===== config.mk =====
export PLATFORM = sky130hd
export DESIGN_NAME = sin_pwm
export DESIGN_NICKNAME = d
export VERILOG_FILES = /design/src/rtl/sin_pwm.sv
export SDC_FILE = /design/constraint.sdc
export NUM_CORES = 1
export LEC_CHECK = 0
export CAP_MARGIN = 0
export CORE_AREA = 3 3 78 80
export DETAILED_ROUTE_END_ITERATION = 10
export DIE_AREA = 0 0 81 83
export GPL_TIMING_DRIVEN = 0
export MAX_ROUTING_LAYER = met4
export PLACE_DENSITY = 0.58
export RECOVER_POWER = 50
export SETUP_SLACK_MARGIN = 0.02
export SLEW_MARGIN = 15
export SYNTH_ARGS = -nofsm -noshare
export SYNTH_HDL_FRONTEND = slang
export SYNTH_SLANG_ARGS = --single-unit

===== constraint.sdc =====
create_clock -name clk -period 2.45 [get_ports clk]
set_clock_uncertainty 0.15 [all_clocks]
set_input_delay 0.49 -clock clk [delete_from_list [all_inputs] [get_ports clk]]
set_output_delay 0.49 -clock clk [all_outputs]
set_load 0.02 [all_outputs]

===== src/rtl/sin_pwm.sv =====
// sin_pwm: converts a 9-bit signed sine sample into a fixed-frequency PWM
// with complementary, dead-time-protected high/low gate drives.
//
// Ports:
//   clk          system clock
//   resetb       synchronous reset, active-high (despite the name)
//   en           run enable; low clears the run state and outputs on the next edge
//   sample       signed two's-complement sine sample, nominal -255..+255
//   pwm_h        high-side gate drive
//   pwm_l        low-side gate drive
//   period_start one-cycle pulse in the cycle where sample was latched
//   clip         sticky: a -256 sample was latched; cleared by reset or en low
//
// Period is 512 clk. The sample is latched only at period start, so the
// upstream generator may change it at any time without disturbing duty.
module sin_pwm #(
    parameter int unsigned DEAD = 4
) (
    input  logic       clk,
    input  logic       resetb,
    input  logic       en,
    input  logic [8:0] sample,
    output logic       pwm_h,
    output logic       pwm_l,
    output logic       period_start,
    output logic       clip
);

    localparam logic [4:0] DEAD_L        = 5'(DEAD);
    localparam logic [4:0] RUN_MAX       = 5'd31;
    localparam logic [8:0] SAMPLE_NEG_FS = 9'h100;

    logic [8:0] cnt;
    logic [9:0] duty_q;
    logic       run;
    logic [4:0] hi_run;
    logic [4:0] lo_run;

    logic       raw;
    logic       sample_clip;
    logic [9:0] duty_d;
    logic [4:0] hi_next;
    logic [4:0] lo_next;

    always_comb begin
        raw         = run & ({1'b0, cnt} < duty_q);
        sample_clip = (sample == SAMPLE_NEG_FS);
        // -256 folds to -255, then offset by +256: duty spans 1..511, so both
        // phases exist in every period.
        duty_d      = sample_clip ? 10'd1 : ({sample[8], sample} + 10'd256);
        hi_next     = '0;
        lo_next     = '0;
        if (raw) begin
            hi_next = (hi_run == RUN_MAX) ? RUN_MAX : hi_run + 5'd1;
        end else begin
            lo_next = (lo_run == RUN_MAX) ? RUN_MAX : lo_run + 5'd1;
        end
    end

    always_ff @(posedge clk) begin
        if (resetb) begin
            cnt          <= '0;
            duty_q       <= '0;
            run          <= 1'b0;
            hi_run       <= '0;
            lo_run       <= '0;
            pwm_h        <= 1'b0;
            pwm_l        <= 1'b0;
            period_start <= 1'b0;
            clip         <= 1'b0;
        end else if (!en) begin
            // Abort immediately; duty_q deliberately holds.
            run          <= 1'b0;
            cnt          <= '0;
            hi_run       <= '0;
            lo_run       <= '0;
            pwm_h        <= 1'b0;
            pwm_l        <= 1'b0;
            period_start <= 1'b0;
            clip         <= 1'b0;
        end else if (!run) begin
            run          <= 1'b1;
            cnt          <= '0;
            duty_q       <= duty_d;
            period_start <= 1'b1;
            clip         <= clip | sample_clip;
            pwm_h        <= 1'b0;
            pwm_l        <= 1'b0;
        end else begin
            cnt          <= cnt + 9'd1;
            // Run-lengths carry across the wrap: 511->0 is an ordinary edge.
            hi_run       <= hi_next;
            lo_run       <= lo_next;
            pwm_h        <= raw & (hi_next > DEAD_L);
            pwm_l        <= ~raw & run & (lo_next > DEAD_L);
            period_start <= (cnt == '1);
            if (cnt == '1) begin
                duty_q <= duty_d;
                clip   <= clip | sample_clip;
            end
        end
    end

    no_shoot_through: assert property (@(posedge clk) !(pwm_h && pwm_l));

endmodule


After elaboration in Yosys (flattened, before gate mapping)
Cells that the tools add are included.
W data, S select, Z words.
Cells by class
  eq/ne operators: 5
  multiplexer cells: 11
  reduce and logical (&&, ||, !) cells: 3
  shift-type cells: 0
  multipliers: 0
  $lt $le $gt $ge: 3
  div/mod/pow operators: 0
  $add $sub $neg: 4
  bitwise gates (word level): 8
Operators by type and width (number)
  $mux W10: 3
  $mux W5: 4
  $eq A9 B9 Y1 const B: 2
  $add A10 B9 Y10 const B: 1
  $add A5 B1 Y5 const B: 2
  $eq A5 B5 Y1 const B: 2
  $gt A5 B3 Y1 const B: 2
  $lt A9 B10 Y1: 1
  $add A9 B1 Y9 const B: 1
  $and A1 B1 Y1: 4
  $mux W1: 4
  $not A1 Y1: 3
  $reduce_or A3 Y1: 1
  $ne A2 B1 Y1 const B: 1
  $reduce_and A2 Y1: 1
  $reduce_or A2 Y1: 1
  $or A1 B1 Y1: 1
Word-level totals
  register bits after elaboration: 34
  logic and storage cells: 43
  bits in latches: 0
  memories kept: 0
  output and inout port bits: 4
  ROM bits: 0
  bits of input ports: 12
  RAM bits: 0

Logic depth before layout (Yosys ltp)
Gate-level depths: netlist (run 1).
  depth after elaboration: 5
  mapped depth: 9
  depth with buffers taken out: 8

Least setup slack after synthesis (run 1)
OpenSTA, ideal clock, no wires.
  path kind: reg2reg
  start point: register cnt[0]
  end point: register duty_q[3]
  path buffers: 1
  period minus slack after synthesis: 1.793 ns
  cell stages (with the launch flop): 9
  required time: 2.172 ns
  setup time: 0.128 ns
  data arrival time: 1.515 ns
  path slack: 0.657 ns
  cells stage by stage: dfxtp_1 ha_1 nand3_1 nor2_1 ha_1 o21ai_2 buf_4 mux2i_1 nor2_1
Between the ends
  cells in the longest elaborated chain, start to end: 3
Ends and longest elaborated chain
  from (decl): RTL line 33  | logic [8:0] cnt;
  from (signal assigned): RTL line 90  | cnt <= cnt + 9'd1;
  $eq A9 B9 Y1: RTL line 97  | if (cnt == '1) begin
  $ne A2 B1 Y1 (no source line)
  $reduce_and A2 Y1 (no source line)
  to (signal assigned): RTL line 84  | duty_q <= duty_d;
  to (signal assigned): RTL line 98  | duty_q <= duty_d;
  to (decl): RTL line 34  | logic [9:0] duty_q;
No other way between the ends.
A chain may end at the register's enable or synchronous reset.

Final worst setup path (run 1)
  start point: register duty_q[8]
  end point: register lo_run[3]
Between the ends
  cells in the longest elaborated chain, start to end: 3
Ends and longest elaborated chain
  $lt A9 B10 Y1: RTL line 46  | raw = run & ({1'b0, cnt} < duty_q);
  $and A1 B1 Y1: RTL line 46
  $mux W5: RTL line 53  | if (raw) begin
  to (signal assigned): RTL line 93  | lo_run <= lo_next;
  to (decl): RTL line 37  | logic [4:0] lo_run;
No other way between the ends.

==> results of run 1 <==
## through the flow
stage	hold slack [ns]	cell area, um^2	util [%]	setup slack, ns
final	0.320	1970	36.0	0.326
after global routing	0.352	1970	36.0	0.155
after CTS	0.327	1980	36.2	0.438
after detailed placement	0.315	1860	34.0	0.233
after global placement	0.300	1860	34.0	0.218
after floorplan	0.283	1620	-	0.657
## final cells by class
cell class | count | area (um^2)
repair buffers | 15 | 150
plain buffers | 6 | 30.0
clock buffers | 7 | 86.3
fillers | 594 | 3500
flip-flops and latches | 33 | 661
clock inverters | 1 | 30.0
multi-input cells | 126 | 875
well taps | 72 | 90.1
inverters | 13 | 48.8
## power by group through the flow
stage | clock [mW] | combinational [mW] | sequential (mW)
6_report | 0.523 | 0.105 | 0.556
5_1_grt | 0.566 | 0.119 | 0.557
4_1_cts | 0.542 | 0.112 | 0.556
3_5_place_dp | 0 | 0.111 | 0.568
3_3_place_gp | 0 | 0.111 | 0.567
2_1_floorplan | 0 | 0.0720 | 0.567
## synth_stat cells
cell type / instances
o21ai_0: 1
buf_4: 1
o21a_1: 1
dfxtp_1: 33
nor2_1: 18
ha_1: 12
nand3_1: 7
o22ai_1: 2
xnor2_1: 3
and3_1: 5
nor2_2: 1
a41oi_1: 2
or3_1: 1
a21oi_1: 12
inv_1: 11
o21ai_2: 1
o32ai_2: 2
a211oi_1: 4
o21ai_1: 1
nand4b_1: 1
a21o_1: 2
a221oi_1: 1
nand2b_1: 2
nand4_1: 4
mux2i_1: 7
nand2_1: 11
or2_1: 1
o31a_1: 2
xor2_1: 4
and4_1: 1
nor3_1: 6
a31o_1: 2
buf_2: 3
a2111oi_0: 2
nor4_1: 2
inv_2: 2
o31ai_1: 1
a21oi_2: 3
clkbuf_1: 2
o31ai_4: 1
## layer usage
layer  GRT usage (%)  vias up
met1            13.9      603
li1                -      689
met4            3.99        0
met5               -        -
met2            15.8       19
met3            3.04        2
## worst min-delay path: stages, from the launching register on
cell and delay [ns]:
dfxtp_1 0.31, nand2_1 0.05, o31ai_1 0.06
## how the worst min path moves through the flow
stage	slack (ns)	depth (start not counted)	endpoint	from
6_report	0.32	2	clip	clip
5_1_grt	0.35	2	clip	clip
4_1_cts	0.33	2	duty_q[0]	duty_q[0]
3_5_place_dp	0.31	2	clip	clip
3_3_place_gp	0.30	1	cnt[0]	cnt[0]
2_1_floorplan	0.28	1	cnt[0]	cnt[0]
## state kept, by name, summed over array words and instances (netlist names)
| signal | cells |
|---|---|
| cnt | 9 |
| hi_run | 5 |
| duty_q | 9 |
| lo_run | 5 |
| pwm_l | 1 |
| period_start | 1 |
| clip | 1 |
| pwm_h | 1 |
| run | 1 |
## cells by family after synthesis
kind of cell               after synthesis  synth area share, %
muxes                                    7                 4.32
xor gates and xnor gates                 7                 3.78
and+or+nand+nor                         60                 18.0
AOI/OAI and AO/OA                       40                 19.1
adders and majority gates               12                 9.25
DFF                                     33                 40.7
buffers and inverters                   19                 4.86
==> flow_metrics.py, run 1 <==
metrics = {
    "route": {
        "drtAntennaViolNets": 0,
        "wl_met2_um": 1500,
        "routed_wl_um": 3260,
        "vias": 1313,
        "highest_layer": "met4",
        "wl_met1_um": 1630,
        "dr.first_iter.drc_count": 34,
        "routedWlPerCell_um": 11.9,
        "first_pass_iters": 4,
        "wl_met3_um": 96,
        "viasPerCell": 4.81,
        "drc": 0,
    },
    "synthesis": {
        "synth.distinct_cells": 40,
        "syn_area_per_cell_um2": 9.12,
        "syn_area_mm2": 0.00162,
        "yosys_warnings": 0,
        "netlist_instances": 178,
        "synth-seq-cells": 33,
        "synth_fp_nets": 202,
        "yosysTopAreaCell": "dfxtp_1",
        "synth_top_area_share_pct": 40.7,
        "synth_area_leaders": "dfxtp_1 41%, ha_1 9.3%, mux2i_1 4.3%, nor2_1 4.2%, a21oi_1 3.7%",
        "yosysSeqAreaShare_pct": 40.7,
    },
    "clock_tree": {
        "htree_levels": 2,
        "postCtsResizedCells": 0,
        "cts_tree": "yes",
        "cts_buffer_depth": 2,
        "hold_buffers": 0,
        "postCtsSetupBuffers": 0,
        "cts.sinks": 33,
        "root_buffer": "clkbuf_8",
        "cts_buffers": 5,
        "clk_pin_slew_ns": 0.07,
        "clk_latency_ns": 0.28,
    },
    "finish": {
        "areaGrowthSynthToFinish_pct": 21.4,
        "drive_gt1_share_pct": 9.95,
        "stdcell_count": 273,
        "final_common_cell": "dfxtp_1",
        "final_cell_mix": "33 x dfxtp_1, 18 x nor2_1, 12 x inv_1, 12 x a21oi_1, 12 x ha_1",
        "n_antenna_cell": 0,
        "finalNetCount": 224,
    },
    "critical_path": {
        "path_depth": 6,
        "worstSetupPathType": "flop to flop",
        "crit_end": "lo_run[3]",
        "crit_family": "compound AO/OA/AOI/OAI gates",
        "critPathLaunch": "duty_q[8]",
        "slowest_stage": "o31ai_2",
        "cp.arrival_ns": 2.17,
        "cp-start-kind": "flop",
        "crit_fanout": 8,
        "rr_startpoint": "duty_q[8]",
        "cp_slowest_stage_delay_ns": 0.64,
        "crit_buf_inv": 1,
        "r2r_end": "lo_run[3]",
        "worstPathCellList": "inv_1 -> ha_1 -> nand3_1 -> o31ai_2 -> o22ai_1 -> a211oi_1",
        "crit_path_end_kind": "flop",
        "reg2regPathDepth": 6,
        "r2r_setup_slack_ns": 0.33,
        "required_ns": 2.49,
    },
    "global_routing": {
        "grt_pass1_wl_um": 5580,
        "grt_pass1_vias": 1266,
        "grt_overflow": 0,
        "grt_use_total_pct": 10.7,
        "antenna_found_initial": 0,
        "grt_max_degree": 11,
    },
    "sta": {
        "fmax_ghz": 0.471,
        "maxSlewHeadroom_pct": 55.3,
        "tightest_slew_ns": 0.667,
        "slew_violations": 0,
        "hold_viol": 0,
        "rsz0062_at_grt": "false",
        "tns_ns": 0,
        "min_period_ns": 2.12,
        "finalSetupViolations": 0,
        "post-route-period-util_pct": 86.7,
    },
    "placement": {
        "io_buffers": 15,
        "globalplace.congestion": 0.791,
        "detailed_place_hpwl_um": 2380,
        "dp.cells": 265,
    },
    "pwr": {
        "combPwrFrac_pct": 8.9,
        "p_seq_share_pct": 46.9,
        "p_int_uw": 928,
        "ir_worst_vdd_mv": 0.303,
        "p_leak_nw": 0.774,
        "clkPwrFrac_pct": 44.2,
        "p_sw_share_pct": 21.6,
        "p_total_mw": 1.18,
        "switchingPower_uw": 256,
        "p_per_area_mw_per_mm2": 601,
    },
    "die": {
        "die_area_mm2": 0.00672,
        "die_width_um": 81,
        "num_rows": 27,
        "core_area_mm2": 0.00547,
        "die_height_um": 83,
        "num_io_pins": 16,
        "initial_core_util_pct": 29.7,
    },
    "run": {
        "maxCapViolCount": 0,
    },
    "status": {
        "status": "complete, no violations",
    },
    "worst_hold_path": {
        "holdCritPathClass": "flop to flop",
    },
}
Power figures use the tool's default switching activity.
==> run 2, diff against run 1 <==
--- a/config.mk
+++ b/config.mk
@@ -9,10 +9,11 @@
 export CORE_AREA = 3 3 78 80
 export DETAILED_ROUTE_END_ITERATION = 10
 export DIE_AREA = 0 0 81 83
+export GPL_ROUTABILITY_DRIVEN = 1
 export GPL_TIMING_DRIVEN = 0
 export MAX_ROUTING_LAYER = met4
 export PLACE_DENSITY = 0.58
-export RECOVER_POWER = 50
+export RECOVER_POWER = 100
 export SETUP_SLACK_MARGIN = 0.02
 export SLEW_MARGIN = 15
 export SYNTH_ARGS = -nofsm -noshare
==> run 2 against run 1 <==
  * Core utilization fell by 0.27 points
  * Cell count did not move
  * Via count fell by 0.61%
  * Sequential share of layout area rose by 0.26 points
  * Cell area fell by 0.76%
  * Die area did not move
  * Critical endpoint is now lo_run[0]
  * Clock power barely moved
  * Highest routed layer unchanged
  * Register-to-register slack barely moved
  * Critical path depth did not move
==> flow_metrics.py, run 2 (same netlist as run 1, synthesis figures left out) <==
metrics = {
    "clock_tree": {
        "postCtsSetupBuffers": 0,
        "clk_pin_slew_ns": 0.07,
        "root_buffer": "clkbuf_8",
        "cts.sinks": 33,
        "postCtsResizedCells": 0,
        "hold_buffers": 0,
        "cts_tree": "yes",
        "cts_buffer_depth": 2,
        "clk_latency_ns": 0.28,
        "htree_levels": 2,
        "cts_buffers": 5,
    },
    "finish": {
        "finalNetCount": 224,
        "final_common_cell": "dfxtp_1",
        "areaGrowthSynthToFinish_pct": 20.5,
        "n_antenna_cell": 0,
        "final_cell_mix": "33 x dfxtp_1, 18 x nor2_1, 12 x inv_1, 12 x a21oi_1, 12 x ha_1",
        "drive_gt1_share_pct": 8.96,
        "reg_top3": "cnt (9), duty_q (9)",
    },
    "global_routing": {
        "grt_max_degree": 11,
        "grt_use_total_pct": 10.7,
        "grt_pass1_wl_um": 5580,
        "antenna_found_initial": 0,
        "grt_pass1_vias": 1266,
        "grt_overflow": 0,
    },
    "sta": {
        "finalSetupViolations": 0,
        "min_period_ns": 2.12,
        "post-route-period-util_pct": 86.4,
        "maxSlewHeadroom_pct": 55.0,
        "tns_ns": 0,
        "tightest_slew_ns": 0.671,
        "slew_violations": 0,
        "hold_viol": 0,
        "rsz0062_at_grt": "false",
        "fmax_ghz": 0.472,
        "timing.hold.ws_ns": 0.320,
    },
    "die": {
        "die_area_mm2": 0.00672,
        "num_rows": 27,
        "initial_core_util_pct": 29.7,
        "num_io_pins": 16,
        "die_height_um": 83,
        "core_area_mm2": 0.00547,
        "die_width_um": 81,
    },
    "critical_path": {
        "worstPathCellList": "inv_1 -> ha_1 -> nand3_1 -> o31ai_2 -> nor2_2 -> o32ai_1",
        "cp_slowest_stage_delay_ns": 0.64,
        "cp-start-kind": "flop",
        "reg2regPathDepth": 6,
        "crit_fanout": 8,
        "crit_path_end_kind": "flop",
        "worstSetupPathType": "flop to flop",
        "slowest_stage": "o31ai_2",
        "required_ns": 2.48,
        "cp.arrival_ns": 2.15,
    },
    "route": {
        "viasPerCell": 4.78,
        "vias": 1305,
        "routedWlPerCell_um": 11.9,
        "first_pass_iters": 4,
        "drtAntennaViolNets": 0,
        "dr.first_iter.drc_count": 24,
        "routed_wl_um": 3240,
        "drc": 0,
    },
    "pwr": {
        "p_per_area_mw_per_mm2": 604,
        "p_leak_nw": 0.770,
        "ir_worst_vdd_mv": 0.301,
    },
    "worst_hold_path": {
        "holdCritPathClass": "flop to flop",
        "hold_path_depth": 2,
    },
    "run": {
        "maxCapViolCount": 0,
    },
    "placement": {
        "detailed_place_hpwl_um": 2380,
        "globalplace.congestion": 0.791,
        "io_buffers": 15,
    },
    "status": {
        "status": "complete, no violations",
    },
}
run 2: final cells by class:
type                       count  area (um^2)
clock buffer                   7         86.3
buffer                         6         30.0
tap                           72         90.1
fill                         594         3520
sequential                    33          661
multi-input combinational    126          860
timing repair buffer          15          150
clock inverter                 1         30.0
inverter                      13         48.8
run 2: power breakdown:
part,switching (mW),internal [mW]
Combinational,0.0564,0.0469
Clock,0.190,0.331
Sequential,0.00680,0.549
Total,0.253,0.927
run 2: critical path, delay by kind of cell, from the launching register on:
| family | cells | cell delay (ns) |
|---|---|---|
| flops | 1 | 0.34 |
| simple gates | 2 | 0.25 |
| compound gates | 2 | 0.94 |
| buf+inv | 1 | 0.05 |
| fa+ha+maj | 1 | 0.30 |
run 2: worst paths after layout:
check | startpoint | end | slack (ns)
max | duty_q[8] | lo_run[0] | 0.33
min | clip | clip | 0.32
max reg2reg | duty_q[8] | lo_run[0] | 0.33
min reg2reg | clip | clip | 0.32
run 2: through the flow:
stage	cell area, um^2	utilization [%]	worst slack, ns	instances	total power [mW]
4_1_cts	1980	36.2	0.438	273	1.21
3_5_place_dp	1860	34.0	0.233	265	0.679
2_1_floorplan	1620	-	0.657	178	0.639
3_3_place_gp	1860	34.0	0.218	265	0.678
5_1_grt	1960	35.7	0.153	273	1.24
6_report	1960	35.7	0.332	273	1.18
run 2: metal layers:
layer  share of wire, %  vias up  GRT usage (%)  wire length, um
met4               0.92        0           3.99               30
li1                   -      692              -                -
met1                 51      592           13.9             1660
met5                  0        -              -                0
met3                2.6        2           3.04               83
met2                 45       19           15.8             1480
==> run 3, diff against run 2 <==
--- a/config.mk
+++ b/config.mk
@@ -12,7 +12,7 @@
 export GPL_ROUTABILITY_DRIVEN = 1
 export GPL_TIMING_DRIVEN = 0
 export MAX_ROUTING_LAYER = met4
-export PLACE_DENSITY = 0.58
+export PLACE_DENSITY = 0.6
 export RECOVER_POWER = 100
 export SETUP_SLACK_MARGIN = 0.02
 export SLEW_MARGIN = 15
==> constraint.sdc (replaced) <==
create_clock -name clk -period 1.8 [get_ports clk]
set_clock_uncertainty 0.15 [all_clocks]
set_input_delay 0.36 -clock clk [delete_from_list [all_inputs] [get_ports clk]]
set_output_delay 0.36 -clock clk [all_outputs]
set_load 0.02 [all_outputs]
==> run 3 against run 2 <==
  * The run now ends with negative setup slack left
  * Combinational power grew 110%
  * Flip-flop and latch count unchanged
  * Setup slack got worse by 0.40 ns
  * Cell area rose by 18%
  * First-iteration DRC count grew to 2.5 times the previous value
  * Global-route usage grew 0.36 points
  * Count of clock-buffer cells in the layout down 1
  * Clock power increased by 4.4%
  * Sequential share of layout area fell by 4.2 points
  * Critical path depth up 2
  * Maximum frequency increased by 13%
  * Wire length grew 15%
  * Critical endpoint is now hi_run[1]
==> flow_metrics.py, run 3 (same netlist as run 1, synthesis figures left out) <==
metrics = {
    "status": {
        "status": "complete, but fails checks",
        "violations": "negative setup slack",
    },
    "finish": {
        "finalNetCount": 236,
        "areaGrowthSynthToFinish_pct": 42.6,
        "drive_gt1_share_pct": 33.3,
        "final_cell_mix": "18 x dfxtp_1, 17 x nor2_1, 14 x clkdlybuf4s50_1, 13 x dfxtp_2, 12 x a21oi_1",
        "n_antenna_cell": 0,
        "stdcell_count": 285,
        "multi_input_area_mm2": 0.00109,
        "fillers": 538,
        "fin_util_pct": 42.3,
        "register_area_um2": 684,
        "final_common_cell": "dfxtp_1",
        "reg_top3": "cnt (9), duty_q (9)",
    },
    "global_routing": {
        "antenna_found_initial": 0,
        "grt_pass1_wl_um": 5750,
        "grt_use_total_pct": 11.1,
        "grt_max_degree": 11,
        "use_met3_pct": 2.28,
        "grt_pass1_vias": 1246,
        "grt.busiest_layer": "met2",
        "met2_usage_pct": 17.3,
        "use_met1_pct": 13.6,
        "grt_overflow": 0,
    },
    "sta": {
        "fmax_ghz": 0.535,
        "post-route-period-util_pct": 104,
        "hold_viol": 0,
        "min_period_ns": 1.87,
        "slew_violations": 0,
        "rsz0062_at_grt": "true",
        "maxSlewHeadroom_pct": 66.5,
        "tightest_slew_ns": 0.502,
        "finalSetupViolations": 5,
        "setup_slack_ns": -0.0693,
    },
    "run": {
        "maxCapViolCount": 0,
    },
    "pwr": {
        "ir_worst_vdd_mv": 0.415,
        "p_int_mw": 1.12,
        "clkPwrFrac_pct": 35.9,
        "switchingPower_uw": 399,
        "p_per_area_mw_per_mm2": 656,
        "combPwrFrac_pct": 14.2,
        "p_leak_nw": 0.850,
        "p_sw_share_pct": 26.3,
        "p_seq_share_pct": 49.9,
    },
    "critical_path": {
        "crit_fanout": 8,
        "cp.arrival_ns": 1.95,
        "worstPathCellList": "inv_2 -> ha_4 -> a21o_1 -> a21oi_2 -> o31ai_4 -> buf_12 -> a2111oi_4 -> a31o_1",
        "crit_path_end_kind": "flop",
        "worstSetupPathType": "flop to flop",
        "cp-start-kind": "flop",
        "crit_family": "compound AO/OA/AOI/OAI gates",
        "slowest_stage": "dfxtp_2",
        "required_ns": 1.88,
        "crit_buf_inv": 2,
        "cp_slowest_stage_delay_ns": 0.34,
    },
    "die": {
        "die_width_um": 81,
        "num_io_pins": 16,
        "die_area_mm2": 0.00672,
        "initial_core_util_pct": 29.7,
        "core_area_mm2": 0.00547,
        "num_rows": 27,
        "die_height_um": 83,
    },
    "route": {
        "routed_wl_um": 3740,
        "drc": 0,
        "viasPerCell": 4.96,
        "drtAntennaViolNets": 0,
        "vias": 1415,
        "first_pass_iters": 4,
        "dr.first_iter.drc_count": 60,
        "routedWlPerCell_um": 13.1,
    },
    "clock_tree": {
        "root_buffer": "clkbuf_8",
        "htree_levels": 2,
        "cts_buffers": 5,
        "cts.sinks": 33,
        "clk_latency_ns": 0.29,
        "clk_pin_slew_ns": 0.07,
        "cts_buffer_depth": 2,
        "cts_tree": "yes",
    },
    "placement": {
        "globalplace.congestion": 0.847,
        "detailed_place_hpwl_um": 2350,
        "io_buffers": 15,
        "dp.cells": 265,
    },
    "worst_hold_path": {
        "holdCritPathClass": "flop to flop",
    },
}
-- run 3: cell count changes in the layout (fill, tap and decap cells not counted), sizes merged --
cell / before / now
dlymetal6s2s: 0 / 1
clkinv: 0 / 2
clkbuf: 9 / 11
clkdlybuf4s50: 10 / 14
buf: 4 / 13
dlygate4sd3: 5 / 0
bufinv: 1 / 0
-- run 3: repair_timing --
item	in CTS	in global routing
hold endpoints to repair	0	0
gates resized for setup	28	36
hold buffers	0	0
gates cloned	1	0
setup endpoints to repair	23	29
buffers inserted	3	8
pin swaps	10	16
-- run 3: power groups by stage --
stage                     Sequential [mW]  Clock [mW]  Combinational [mW]
after CTS                           0.758       0.552               0.190
after floorplan                     0.772           0              0.0992
after global placement              0.772           0               0.151
after global routing                0.758       0.598               0.231
final                               0.757       0.545               0.215
after detailed placement            0.773           0               0.152
-- run 3: path summary, 6_finish.rpt --
path	depth (start not counted)	from	slack [ns]	endpoint
hold / removal	2	clip	0.31	clip
hold reg to reg	2	clip	0.31	clip
setup reg to reg	8	duty_q[7]	-0.07	hi_run[1]
setup / recovery	8	duty_q[7]	-0.07	hi_run[1]
-- run 3: cell type report --
type / count / share of cell area (%)
inverter: 13 / 2.22
tap: 72 / 3.89
buffer: 6 / 1.51
clock inverter: 2 / 0.432
clock buffer: 6 / 3.14
timing repair buffer: 27 / 11.9
sequential: 33 / 29.6
multi-input combinational: 126 / 47.3
-- run 3: tightest hold or removal path, delay by kind of cell, from the launching register on --
family	cells	cell delay [ns]
AOI/OAI and AO/OA	1	0.05
DFF	1	0.33
and+or+nand+nor	1	0.05
-- run 3: metal layers --
layer  vias up  share of wire (%)
met2        27                 48
met5         -                  0
met1       667                 47
met4         0                2.0
met3         5                2.5
li1        716                  -
-- run 3: metrics by stage --
step / TNS [ns] / cell area (um^2) / setup WS (ns) / power [mW] / hold WS (ns)
after floorplan: 0 / 1630 / 0.0315 / 0.871 / 0.283
after global placement: -4.60 / 1870 / -0.302 / 0.923 / 0.308
after detailed placement: -4.74 / 1870 / -0.312 / 0.925 / 0.301
after CTS: -0.145 / 2110 / -0.0390 / 1.50 / 0.320
after global routing: -1.22 / 2310 / -0.167 / 1.59 / 0.336
final: -0.116 / 2310 / -0.0693 / 1.52 / 0.312
